### config.mk
export PLATFORM = sky130hd
export DESIGN_NAME = nlfsr_search_core
export DESIGN_NICKNAME = d
export VERILOG_FILES = /design/src/rtl/nlfsr_search_core.sv
export SDC_FILE = /design/constraint.sdc
export NUM_CORES = 1
export LEC_CHECK = 0
export CORE_ASPECT_RATIO = 1.75
export CORE_MARGIN = 3
export CORE_UTILIZATION = 45
export DETAILED_ROUTE_END_ITERATION = 6
export PLACE_DENSITY = 0.68
export SYNTH_ARGS = -nofsm -noshare
export SYNTH_HDL_FRONTEND = slang
export SYNTH_SLANG_ARGS = --single-unit
### constraint.sdc
create_clock -name clk -period 3.85 [get_ports clk]
set_input_delay 0.9625 -clock clk [delete_from_list [all_inputs] [get_ports clk]]
set_output_delay 0.9625 -clock clk [all_outputs]
set_load 0.005 [all_outputs]
### src/rtl/nlfsr_search_core.sv
// nlfsr_search_core: draws random tap indices from an internal PRNG, builds a
// nonlinear feedback shift register from them and steps it from state 1 until
// the period is classified as maximal (found) or not (failure).
module nlfsr_search_core #(
  parameter int          NUM_OF_TAPS = 16,
  parameter int          SIZE        = 32,
  parameter logic [31:0] SEED        = 32'd13413515
) (
  input  logic                     clk,
  input  logic                     res,
  input  logic                     ena,
  output logic [NUM_OF_TAPS*8-1:0] taps,
  output logic                     selector_done,
  output logic [SIZE-1:0]          state,
  output logic                     found,
  output logic                     failure
);

  localparam int              IDX_W      = $clog2(SIZE);
  localparam int              SLOT_W     = $clog2(NUM_OF_TAPS + 1);
  localparam int              HALF       = NUM_OF_TAPS / 2;
  localparam int              PAIRS      = HALF / 2;
  localparam logic [31:0]     PRNG_MASK  = 32'h80200003;
  localparam logic [SIZE-1:0] STATE_ONE  = {{(SIZE-1){1'b0}}, 1'b1};
  localparam logic [SIZE-1:0] MAX_PERIOD = '1;
  localparam logic [SLOT_W-1:0] LAST_SLOT = SLOT_W'(NUM_OF_TAPS);

  typedef enum logic [1:0] {
    S_SELECT,
    S_RUN,
    S_HOLD
  } ctrl_t;

  // ---------------------------------------------------------------- PRNG
  // The LFSR is loaded with SEED at configuration only; res never reloads
  // it, so every new attempt sees fresh bytes.
  logic [31:0] prng_reg = SEED;
  logic [31:0] prng_next;
  logic [2:0]  phase_reg;
  logic        prng_done;
  logic [7:0]  prng_byte;

  // Galois step: shift right, fold the mask in when a one falls out.
  always_comb begin
    prng_next = prng_reg >> 1;
    if (prng_reg[0]) begin
      prng_next = (prng_reg >> 1) ^ PRNG_MASK;
    end
  end

  // PRNG free-runs every cycle, independent of res and ena.
  always_ff @(posedge clk) begin
    prng_reg <= prng_next;
  end

  // Phase counter marks every eighth cycle as a byte-ready strobe.
  always_ff @(posedge clk) begin
    if (res) begin
      phase_reg <= 3'd0;
    end else begin
      phase_reg <= phase_reg + 3'd1;
    end
  end

  assign prng_done = (phase_reg == 3'd7);
  assign prng_byte = prng_reg[7:0];

  // ------------------------------------------------------------ selector
  logic [7:0]             taps_reg [NUM_OF_TAPS];
  logic [SLOT_W-1:0]      slot_reg;
  logic [7:0]             cand;
  logic [NUM_OF_TAPS-1:0] tap_match;
  logic                   cand_ok;
  logic                   store;
  ctrl_t                  fsm_reg;
  ctrl_t                  fsm_next;

  assign cand = 8'(({8'd0, prng_byte}) % 16'(SIZE));

  // Unfilled slots hold 0 and a candidate of 0 is rejected anyway, so the
  // duplicate test can safely look at every slot.
  genvar gi;
  generate
    for (gi = 0; gi < NUM_OF_TAPS; gi++) begin : g_match
      assign tap_match[gi]       = (taps_reg[gi] == cand);
      assign taps[8*gi +: 8]     = taps_reg[gi];
    end
  endgenerate

  assign cand_ok = prng_done && (cand != 8'd0) && !(|tap_match);
  assign store   = ena && (fsm_reg == S_SELECT) && (slot_reg != LAST_SLOT) && cand_ok;

  // Accepted candidates fill the slots in order.
  always_ff @(posedge clk) begin
    if (res) begin
      for (int k = 0; k < NUM_OF_TAPS; k++) begin
        taps_reg[k] <= 8'd0;
      end
      slot_reg <= '0;
    end else if (store) begin
      for (int k = 0; k < NUM_OF_TAPS; k++) begin
        if (slot_reg == SLOT_W'(k)) begin
          taps_reg[k] <= cand;
        end
      end
      slot_reg <= slot_reg + SLOT_W'(1);
    end
  end

  // ------------------------------------------------------------ feedback
  logic [SIZE-1:0]        state_reg;
  logic [SIZE-1:0]        state_step;
  logic [NUM_OF_TAPS-1:0] tap_bit;
  logic [PAIRS-1:0]       and_term;
  logic                   fb;

  generate
    for (gi = 0; gi < NUM_OF_TAPS; gi++) begin : g_tap_bit
      assign tap_bit[gi] = state_reg[taps_reg[gi][IDX_W-1:0]];
    end
    for (gi = 0; gi < PAIRS; gi++) begin : g_pair
      assign and_term[gi] = tap_bit[HALF + 2*gi] & tap_bit[HALF + 2*gi + 1];
    end
  endgenerate

  // Taps are never 0, so state[0] enters the feedback exactly once and the
  // map stays a permutation; state 1 is therefore always revisited.
  assign fb         = state_reg[0] ^ (^tap_bit[HALF-1:0]) ^ (^and_term);
  assign state_step = {fb, state_reg[SIZE-1:1]};

  // ------------------------------------------------------------- control
  logic [SIZE-1:0] cnt_reg;
  logic            do_step;
  logic            hit_one;
  logic            is_max;
  logic            found_reg;
  logic            failure_reg;

  // Control state register.
  always_ff @(posedge clk) begin
    if (res) begin
      fsm_reg <= S_SELECT;
    end else begin
      fsm_reg <= fsm_next;
    end
  end

  // Next-state: select taps, step until state returns to 1, then hold.
  always_comb begin
    fsm_next = fsm_reg;
    do_step  = 1'b0;
    case (fsm_reg)
      S_SELECT: begin
        if (ena && (slot_reg == LAST_SLOT)) begin
          fsm_next = S_RUN;
        end
      end
      S_RUN: begin
        if (ena) begin
          do_step = 1'b1;
          if (state_step == STATE_ONE) begin
            fsm_next = S_HOLD;
          end
        end
      end
      S_HOLD: begin
        fsm_next = S_HOLD;
      end
      default: begin
        fsm_next = S_SELECT;
      end
    endcase
  end

  assign hit_one = do_step && (state_step == STATE_ONE);
  assign is_max  = ((cnt_reg + STATE_ONE) == MAX_PERIOD);

  // NLFSR register and step counter advance together.
  always_ff @(posedge clk) begin
    if (res) begin
      state_reg <= STATE_ONE;
      cnt_reg   <= '0;
    end else if (do_step) begin
      state_reg <= state_step;
      cnt_reg   <= cnt_reg + STATE_ONE;
    end
  end

  // Outcome flags: found is sticky, failure lasts a single cycle.
  always_ff @(posedge clk) begin
    if (res) begin
      found_reg   <= 1'b0;
      failure_reg <= 1'b0;
    end else begin
      failure_reg <= hit_one && !is_max;
      if (hit_one && is_max) begin
        found_reg <= 1'b1;
      end
    end
  end

  assign selector_done = (fsm_reg != S_SELECT);
  assign state         = state_reg;
  assign found         = found_reg;
  assign failure       = failure_reg;

endmodule

==> results <==
- Of the cells placed in the final design, the portion with a size suffix greater than 1 is 19.4%.
- The core region area is 28,000 um2.
- The detailed router placed 10,600 vias in this run.
- Clock tree synthesis inserted a total of 17 buffers.
- The actual slew at the worst max-slew pin is 827 ps.
- After layout, the worst path uses 93.4% of the clock period.
- The number of inserted diodes is 0.
- The critical setup path kind is flip-flop to flip-flop.
- The aggregate global-route resource usage is 26.6%.
- In the layout the commonest cells are sky130_fd_sc_hd__nand2_1 (133), sky130_fd_sc_hd__mux4_2 (130), sky130_fd_sc_hd__clkdlybuf4s50_1 (116), sky130_fd_sc_hd__dfxtp_1 (108), sky130_fd_sc_hd__nor2_1 (103).
- The final number of setup-violating endpoints is 0.
- The number of storage elements in the synthesis netlist is 188.
- The areal power density over the cells is 312 nW/um2.
- The predominant post-synthesis flop cell is sky130_fd_sc_hd__dfxtp_1.
- Counting flops with an async set or reset pin after synthesis yields a share of 0%.
- The kind of start point of the critical path is a flip-flop.
- The global-route wire length before repair is 62.0 mm.
- After layout, the minimum clock period comes to 3600 ps.
- The count of routing violations after the opening detailed-route iteration is 1,470.
- The placer's final routability congestion estimate is 0.934.
- The longest clock path from root to sink contains 2 buffers.
- The number of different library cells in the post-synthesis netlist is 61.
- The area added between synthesis and finish is 17.5%.
- The latest clock arrival within the worst-skew pair is 440 ps.
- The flow ran to the end, and the final reports show no timing, DRC or antenna violations.
- The clock tree synthesis step divided the H-tree into 4 levels.
- The total half-perimeter wirelength after legalization and detailed placement is 30.3 mm.
- The number of optimization iterations in the first detailed-route pass is 5.
- For the final database, setup skew stands at 7.31 ps.
- Summed over its instances, the top area cell type makes up 22.9% of the synthesized netlist area.
- The worst max-slew margin expressed relative to the limit is 44.8%.
- Summed over all failing endpoints, the final setup total negative slack is 0 ps.
- Across the run, the number of max-cap violations was 0.
- The die outline width is 134 um.
- The area of the mapped netlist is 12,800 um2.
- Synthesis handed over a netlist of 1,204 instances.
- The number of slew-limit violations in the final report came to 0.
- The average wire per standard cell is 24.3 um.
- The path category of the worst min-delay check is flip-flop to flip-flop.
- Total power for the finished layout comes to 4690 uW.
- The aggregate global routing overflow is 0.
- The wire length reported by the detailed router is 41.1 mm.
- The number of clock sinks seen by CTS is 188.
- The number of antenna violations at the first check in global routing was 0.
- The worst endpoint data arrival time is 3940 ps.
- The most frequent standard cell in the layout excluding fill and tap cells is sky130_fd_sc_hd__nand2_1.
- The sequential-to-total area share from yosys stat is 35.6%.
- 166 I/O pins were placed.
- The net count of the finished layout is 1,318.
- Along the worst path, the maximum fanout reaches 14.
- The chip height is 229 um.
- The largest voltage drop on the vdd net is 396 uV.
- The final non-filler cell area is 15,100 um2.
- The number of buffers inserted by port buffering is 117.
- During synthesis, Yosys emitted a total of 0 warnings.
- The highest clock frequency the design can meet is 278 MHz.
- The register with the most flip-flops in the layout has 80 of them.
- In this run the core area contains 81 standard-cell rows.
- The remaining number of nets flagged by the antenna check after routing is 0.
- The tree is rooted in a sky130_fd_sc_hd__clkbuf_16.
- In this run the cell area measured after placement is 14,400 um2.
- The CTS tree is yes.
- For this run, design rule violations remaining after detail routing come to 0.
- The via count of the first global-routing pass is 10,400.
- The required time of the critical path is 4190 ps.
- Once the clock tree was built, the resizer swapped 0 gates to a different size.
- The cell type with the largest total area after synthesis is sky130_fd_sc_hd__mux4_2.
- The worst reg-to-reg setup slack is 250 ps.
- Buffers inserted to repair hold after CTS numbered 0.
- Clock-pin slew was measured on the worst setup and hold paths at 70 ps.
- Entering global routing, the biggest net connects 76 pins.
- The die covers 30,600 um2.
- For this configuration, the core starts out at a cell density of 45.8%.
- The final number of hold-violating endpoints came to 0.
- Yosys attributes the largest share of cell area to sky130_fd_sc_hd__mux4_2 (23%), sky130_fd_sc_hd__edfxtp_1 (19%), sky130_fd_sc_hd__dfxtp_1 (17%).
- The type of destination of the critical path is a flip-flop.
- The static leakage power is 0.00524 uW.
- The mean area per synthesized cell is 10.6 um2.
- Setup repair after global routing left no endpoint under its margin.
- Counting flops with a built-in enable in the synthesized netlist gives 80.
- Once the clock tree was built, the setup fixing pass inserted 0 buffers.
- The via-per-instance ratio is 6.28.
-- final cells by class --
class | count | area (um2)
flip-flops and latches | 188 | 4560
multi-input cells | 874 | 7500
well taps | 373 | 467
inverters | 21 | 78.8
clock inverters | 13 | 149
clock buffers | 19 | 475
fillers | 2429 | 12900
repair buffers | 200 | 1810
-- synthesized netlist by cell type (all sizes together) (5+ instances only) --
master and instances:
a2111oi 5, inv 21, nor3b 17, nand2b 9, ha 13, nand4 14
nor2 103, xnor2 58, mux4 130, mux2 5, nor4 10, edfxtp 80
nor3 31, nor4b 5, a211oi 13, nor2b 16, o21ai 16, nand3b 7
buf 67, mux2i 42, a31oi 10, nand2 133, xor2 71, nand3 31
dfxtp 108, clkbuf 101, o211ai 5, a21oi 33
-- kinds of logic (layout without fill, tap and decap cells) --
logic type                 Yosys count  after routing  share of synthesized area [%]
muxes                              177            177                           26.6
other                                1             48                         0.0293
AOI/OAI and AO/OA                  113            113                           5.76
buffers and inverters              189            253                           7.13
DFF                                188            188                           35.6
and+or+nand+nor                    392            392                           14.4
adders and majority gates           13             13                           1.27
xor gates and xnor gates           131            131                           9.18
-- worst paths after layout --
| check | startpoint | to | cells after the start |
|---|---|---|---|
| max | state[20] | fsm_reg[1] | 12 |
| min | prng_reg[5] | prng_reg[4] | 0 |
| max reg2reg | state[20] | fsm_reg[1] | 12 |
| min reg2reg | prng_reg[5] | prng_reg[4] | 0 |
-- where the power goes --
group	switching, uW	total, uW	internal [uW]
logic	249	544	294
registers	179	2310	2130
clock network	788	1830	1050
total	1220	4690	3470
-- critical path, cell delays in order (launching register included) --
cell and delay [ps]:
sky130_fd_sc_hd__dfxtp_1 770, sky130_fd_sc_hd__buf_4 290, sky130_fd_sc_hd__nor2b_1 140, sky130_fd_sc_hd__a211oi_1 60
sky130_fd_sc_hd__nor4b_1 360, sky130_fd_sc_hd__a221oi_1 160, sky130_fd_sc_hd__a21oi_1 340, sky130_fd_sc_hd__xnor3_1 440
sky130_fd_sc_hd__xnor3_1 230, sky130_fd_sc_hd__xnor2_1 150, sky130_fd_sc_hd__buf_4 160, sky130_fd_sc_hd__o21a_1 190
sky130_fd_sc_hd__o31ai_1 220
-- metal layers --
metal	vias up	track usage [%]	share of wire (%)
met4	0	17.8	8.3
met2	775	45.6	50
met1	5138	29.4	32
li1	4474	-	-
met5	-	0	0
met3	219	5.85	9.8
-- through the flow --
step / util, % / cells / hold slack (ps) / worst slack [ps]
2_1_floorplan: - / 1251 / 310 / 569
3_3_place_gp: 51.6 / 1656 / 312 / 280
3_5_place_dp: 51.6 / 1656 / 312 / 290
4_1_cts: 53.8 / 1688 / 327 / 318
5_1_grt: 53.8 / 1688 / 330 / 157
6_report: 53.8 / 1688 / 324 / 252
No activity file was read; power rests on OpenSTA's default activity.
